## config.mk

```make
export PLATFORM = sky130hd
export DESIGN_NAME = spi_frame_rx
export DESIGN_NICKNAME = d
export VERILOG_FILES = /design/src/rtl/spi_frame_rx.sv
export SDC_FILE = /design/constraint.sdc
export NUM_CORES = 1
export LEC_CHECK = 0
export ABC_AREA = 1
export CAP_MARGIN = 20
export CORE_ASPECT_RATIO = 2
export CORE_MARGIN = 3
export CORE_UTILIZATION = 40
export CTS_BUF_LIST = sky130_fd_sc_hd__clkbuf_16
export DETAILED_ROUTE_END_ITERATION = 8
export GPL_TIMING_DRIVEN = 0
export PLACE_DENSITY = 0.7
export SYNTH_ARGS = -nofsm -noshare
export SYNTH_HDL_FRONTEND = slang
export SYNTH_SLANG_ARGS = --single-unit
```

## constraint.sdc

```tcl
create_clock -name clk_in -period 1.92 [get_ports clk_in]
set_input_delay 0.384 -clock clk_in [delete_from_list [all_inputs] [get_ports clk_in]]
set_output_delay 0.384 -clock clk_in [all_outputs]
set_load 0.02 [all_outputs]
```

## src/rtl/spi_frame_rx.sv

```systemverilog
// ============================================================================
// spi_frame_rx
// ----------------------------------------------------------------------------
// SPI slave receiver for multi-word frames. It sits between the off-board SPI
// pins (MCU/camera configuration link) and the register/pixel consumers in
// the clk_in domain. All four SPI modes are supported (CPOL/CPHA), the bit
// order is selectable, and each frame carries FRAME_WORDS words of DATA_WIDTH
// bits while sel_in is held low.
//
// Optional feature macro: SPI_RX_SYNC_EN
//   defined     : data_in, data_clk_in and sel_in each pass through a 2-flop
//                 synchroniser (adds 2 cycles of latency, keeps the relative
//                 timing between the pins).
//   not defined : pins are used directly and must be synchronous to clk_in.
//
// Ports
//   clk_in          system clock (oversamples SCLK, SCLK <= clk_in/4)
//   rst_in          synchronous active-high reset
//   data_in         serial data (MOSI)
//   data_clk_in     serial clock (SCLK)
//   sel_in          chip select, active low
//   data_out        last complete word, held until the next word
//   new_data_out    1-cycle pulse: data_out / word_idx_out just updated
//   word_idx_out    position of data_out inside its frame
//   frame_done_out  1-cycle pulse alongside the last word of a frame
//   frame_err_out   1-cycle pulse: sel_in rose in the middle of a frame
// ============================================================================
module spi_frame_rx #(
    parameter int DATA_WIDTH  = 10,
    parameter int FRAME_WORDS = 4,
    parameter bit CPOL        = 1'b0,
    parameter bit CPHA        = 1'b0,
    parameter bit MSB_FIRST   = 1'b1,
    localparam int IW = (FRAME_WORDS > 1) ? $clog2(FRAME_WORDS) : 1
) (
    input  logic                  clk_in,
    input  logic                  rst_in,
    input  logic                  data_in,
    input  logic                  data_clk_in,
    input  logic                  sel_in,
    output logic [DATA_WIDTH-1:0] data_out,
    output logic                  new_data_out,
    output logic [IW-1:0]         word_idx_out,
    output logic                  frame_done_out,
    output logic                  frame_err_out
);

    localparam int BW = $clog2(DATA_WIDTH);

    typedef enum logic {
        ST_IDLE   = 1'b0,
        ST_ACTIVE = 1'b1
    } state_t;

    // ------------------------------------------------------------------
    // Pin conditioning
    // ------------------------------------------------------------------
    logic d_s;
    logic clk_s;
    logic sel_s;

`ifdef SPI_RX_SYNC_EN
    logic [1:0] d_sync_q;
    logic [1:0] clk_sync_q;
    logic [1:0] sel_sync_q;

    // Reset values match the idle state of the link so that no spurious
    // edge or select is seen when reset is released.
    always_ff @(posedge clk_in) begin
        if (rst_in) begin
            d_sync_q   <= 2'b00;
            clk_sync_q <= {2{CPOL}};
            sel_sync_q <= 2'b11;
        end else begin
            d_sync_q   <= {d_sync_q[0], data_in};
            clk_sync_q <= {clk_sync_q[0], data_clk_in};
            sel_sync_q <= {sel_sync_q[0], sel_in};
        end
    end

    assign d_s   = d_sync_q[1];
    assign clk_s = clk_sync_q[1];
    assign sel_s = sel_sync_q[1];
`else
    assign d_s   = data_in;
    assign clk_s = data_clk_in;
    assign sel_s = sel_in;
`endif

    // ------------------------------------------------------------------
    // State
    // ------------------------------------------------------------------
    state_t                state_q,      state_d;
    logic                  prev_clk_q,   prev_clk_d;
    logic [BW-1:0]         bit_cnt_q,    bit_cnt_d;
    logic [IW-1:0]         word_cnt_q,   word_cnt_d;
    logic [DATA_WIDTH-1:0] sr_q,         sr_d;
    logic                  word_rdy_q,   word_rdy_d;
    logic [DATA_WIDTH-1:0] data_q,       data_d;
    logic                  new_data_q,   new_data_d;
    logic [IW-1:0]         word_idx_q,   word_idx_d;
    logic                  frame_done_q, frame_done_d;
    logic                  frame_err_q,  frame_err_d;

    // Modes 0 and 3 sample on the rising SCLK edge, modes 1 and 2 on the
    // falling one.
    logic sample_edge;
    assign sample_edge = ((CPOL ^ CPHA) == 1'b0) ? (clk_s & ~prev_clk_q)
                                                 : (~clk_s & prev_clk_q);

    always_comb begin
        state_d      = state_q;
        prev_clk_d   = clk_s;
        bit_cnt_d    = bit_cnt_q;
        word_cnt_d   = word_cnt_q;
        sr_d         = sr_q;
        word_rdy_d   = 1'b0;
        data_d       = data_q;
        new_data_d   = 1'b0;
        word_idx_d   = word_idx_q;
        frame_done_d = 1'b0;
        frame_err_d  = 1'b0;

        // A word completed on the previous sample edge is published one
        // cycle later; the shift register is stable by then.
        if (word_rdy_q) begin
            data_d     = sr_q;
            word_idx_d = word_cnt_q;
            new_data_d = 1'b1;
            if (word_cnt_q == IW'(FRAME_WORDS - 1)) begin
                word_cnt_d   = '0;
                frame_done_d = 1'b1;
            end else begin
                word_cnt_d = word_cnt_q + IW'(1);
            end
        end

        case (state_q)
            ST_IDLE: begin
                bit_cnt_d  = '0;
                word_cnt_d = '0;
                if (!sel_s) begin
                    state_d = ST_ACTIVE;
                end
            end
            ST_ACTIVE: begin
                if (sel_s) begin
                    // Deselect wins over a coincident sample edge. A word that
                    // already completed is still published; only the partial
                    // word is dropped.
                    state_d     = ST_IDLE;
                    frame_err_d = (bit_cnt_q != '0) || (word_cnt_d != '0);
                    bit_cnt_d   = '0;
                    word_cnt_d  = '0;
                end else if (sample_edge) begin
                    if (MSB_FIRST) begin
                        sr_d = {sr_q[DATA_WIDTH-2:0], d_s};
                    end else begin
                        sr_d = {d_s, sr_q[DATA_WIDTH-1:1]};
                    end
                    if (bit_cnt_q == BW'(DATA_WIDTH - 1)) begin
                        bit_cnt_d  = '0;
                        word_rdy_d = 1'b1;
                    end else begin
                        bit_cnt_d = bit_cnt_q + BW'(1);
                    end
                end
            end
            default: begin
                state_d = ST_IDLE;
            end
        endcase
    end

    always_ff @(posedge clk_in) begin
        if (rst_in) begin
            state_q      <= ST_IDLE;
            prev_clk_q   <= CPOL;
            bit_cnt_q    <= '0;
            word_cnt_q   <= '0;
            sr_q         <= '0;
            word_rdy_q   <= 1'b0;
            data_q       <= '0;
            new_data_q   <= 1'b0;
            word_idx_q   <= '0;
            frame_done_q <= 1'b0;
            frame_err_q  <= 1'b0;
        end else begin
            state_q      <= state_d;
            prev_clk_q   <= prev_clk_d;
            bit_cnt_q    <= bit_cnt_d;
            word_cnt_q   <= word_cnt_d;
            sr_q         <= sr_d;
            word_rdy_q   <= word_rdy_d;
            data_q       <= data_d;
            new_data_q   <= new_data_d;
            word_idx_q   <= word_idx_d;
            frame_done_q <= frame_done_d;
            frame_err_q  <= frame_err_d;
        end
    end

    assign data_out       = data_q;
    assign new_data_out   = new_data_q;
    assign word_idx_out   = word_idx_q;
    assign frame_done_out = frame_done_q;
    assign frame_err_out  = frame_err_q;

endmodule

```

==> results.json, run 1 <==
{
  "status": "finished clean",
  "drc": 0,
  "fmax_mhz": 624,
  "grt_pass1_wl_um": 4480,
  "core_mm2": 0.00319,
  "globalRouteOverflowTotal": 0,
  "power.total_w": 0.00152,
  "cts_max_level": 2,
  "cts-resized-gates": 0,
  "avgViaCountPerCell": 5.04,
  "layout_common_cells": "nor2_1 (53), dfxtp_1 (34), o21ai_0 (20)",
  "drive_gt1_frac": 0.126,
  "grt_max_degree": 11,
  "clk_pin_slew_ns": 0.05,
  "drt_wl_total_um": 2560,
  "p_leak_nw": 0.754,
  "period_minus_slack_ns": 1.60,
  "vias": 1114,
  "insertedDiodeCount": 0,
  "clk_path_buf_depth": 2,
  "maxCapViolCount": 0,
  "dpl.hpwl_um": 1910,
  "final_area_mm2": 0.00168,
  "dp.cells": 214,
  "die-width_um": 46.8,
  "syn_area_mm2": 0.00133,
  "slew_headroom": 0.754,
  "cts_made_buffers": 5,
  "multi_input_comb_area_um2": 556,
  "required_ns": 1.54,
  "path_buf_inv": 1,
  "num_rows": 29,
  "path_delay_family": "buffers and inverters",
  "crit_start": "data_out[7]$_SDFFE_PP0P_",
  "crit_type": "reg2out",
  "max_stage_delay_ns": 0.61,
  "area_delta_synth_final_pct": 26.6,
  "gp_congestion": 0.772,
  "rsz0062_at_grt": "false",
  "fp.dieH_um": 87.6,
  "end_kind": "primary output",
  "path_cells": "clkdlybuf4s50_1",
  "layout_commonest_cell": "nor2_1",
  "clock-root-buffer": "clkbuf_16",
  "port_buffers": 18,
  "final_cells": 221,
  "crit_path_start_kind": "flop",
  "num-fill-cells": 300,
  "first_global_vias": 1036,
  "setup_ws_ns": 0.318,
  "tns_ns": 0,
  "cts.sinks": 34,
  "synth_nets": 174,
  "design.die.area_mm2": 0.00410,
  "synth_cells": 165,
  "ys_types": 21,
  "antenna_found_initial": 0,
  "synth_area_per_cell_um2": 8.06,
  "hp-start": "rst_in",
  "ys_warn_count": 0,
  "tightest_slew_ns": 0.369,
  "ir_worst_vdd_mv": 0.721,
  "hold_buffers": 0,
  "drt_iter0_markers": 17,
  "cp_slowest_cell": "clkdlybuf4s50_1",
  "hold_viol": 0,
  "clk_latency_ns": 0.27,
  "finalSetupViolations": 0,
  "place_ws_ns": 0.265,
  "register_area_um2": 681,
  "wl_per_cell_um": 11.6,
  "grt_use_total": 0.151,
  "timing.rr.start": "bit_cnt_q[1]$_SDFFE_PP0P_",
  "drv_slew": 0,
  "initial_core_util": 0.417,
  "power_density_mw_per_mm2": 900,
  "post_cts_buffers": 0,
  "placed_area_mm2": 0.00155,
  "firstDrtPassIters": 4,
  "cts_tree": "built",
  "ant_nets": 0,
  "fin_nets": 199,
  "ys_ff_latch": 34,
  "min_path_type": "in2reg",
  "skew_ns": 0.00477,
  "crit_arrival_ns": 1.22,
  "pin_count": 20,
  "finalCritPeriodShare": 0.834,
  "seq_area_frac_synth": 0.512,
  "crit_fanout": 2
}
## final timing paths
path	end	slack, ns	cells after the start
setup / recovery	data_out[7]	0.32	1
hold / removal	bit_cnt_q[1]$_SDFFE_PP0P_	0.31	2
setup reg to reg	bit_cnt_q[3]$_SDFFE_PP0P_	0.75	7
hold reg to reg	word_idx_out[0]$_SDFFE_PP0P_	0.46	2
## cell usage after synthesis, drive strengths merged
cell type	count	area, um2
nor2	55	221
dfxtp	34	681
o21ai	22	110
nand2	13	53.8
inv	11	41.3
nand3	9	55.1
a21oi	6	33.8
buf	6	48.8
ha	4	50.1
and3	1	6.26
clkbuf	1	3.75
nand4	1	6.26
nor3	1	10.0
xor2	1	8.76
## cell type report
cell class / instances / share of cell area
Buffer: 7 / 0.0312
Timing Repair Buffer: 18 / 0.107
Clock inverter: 2 / 0.00594
Tap cell: 31 / 0.0230
Multi-Input combinational cell: 113 / 0.330
Clock buffer: 5 / 0.0743
Sequential cell: 34 / 0.404
Inverter: 11 / 0.0245
## where the power goes
| group | total (W) | leakage [nW] | switching, W | internal [W] |
|---|---|---|---|---|
| registers | 0.000722 | 0.275 | 0.00000674 | 0.000716 |
| logic | 0.0000515 | 0.409 | 0.0000306 | 0.0000209 |
| clock network | 0.000742 | 0.0694 | 0.000275 | 0.000467 |
| total | 0.00152 | 0.754 | 0.000312 | 0.00120 |
## stage by stage
stage / hold slack (ns) / util
floorplan: 0.455 / -
CTS: 0.303 / 0.527
global route: 0.319 / 0.527
finish: 0.307 / 0.527
global placement: 0.454 / 0.485
detailed placement: 0.458 / 0.485
## routing by layer
metal	vias to the layer above	share of wire	global-route usage	wire (um)
met5	-	0	0	0
met4	0	0.031	0.0907	80
met3	9	0.052	0.0412	132
met2	25	0.53	0.252	1350
met1	507	0.39	0.160	991
li1	573	-	-	-
## registers in the layout, indices dropped and copies added, names as in the netlist
register / cells
bit_cnt_q: 4
data_out: 10
frame_done_out: 1
frame_err_out: 1
new_data_out: 1
prev_clk_q: 1
sr_q: 10
state_q: 1
word_cnt_q: 2
word_idx_out: 2
word_rdy_q: 1
## logic make-up after synthesis
logic type,Yosys count,share of synthesized area
simple gates,80,0.265
flops,34,0.512
compound gates,28,0.108
buf+inv,18,0.0705
fa+ha+maj,4,0.0376
xor+xnor,1,0.00659
Power figures use the tool's default switching activity.
==> run 2, diff against run 1 <==
Clock period 1.92 ns to 1.65 ns, I/O delays scaled along.
==> results of run 2 <==
The final DEF is identical to that of run 1. Status: finished clean.
Among the figures that moved: setup slack after placement 0.265 ns -> 0.0492 ns; setup slack after layout 0.318 ns -> 0.102 ns; hold slack 0.307 ns -> 0.253 ns; register-to-register setup slack 0.75 ns -> 0.48 ns; total power 0.00152 W -> 0.00176 W; worst IR drop on VDD 0.721 mV -> 0.839 mV
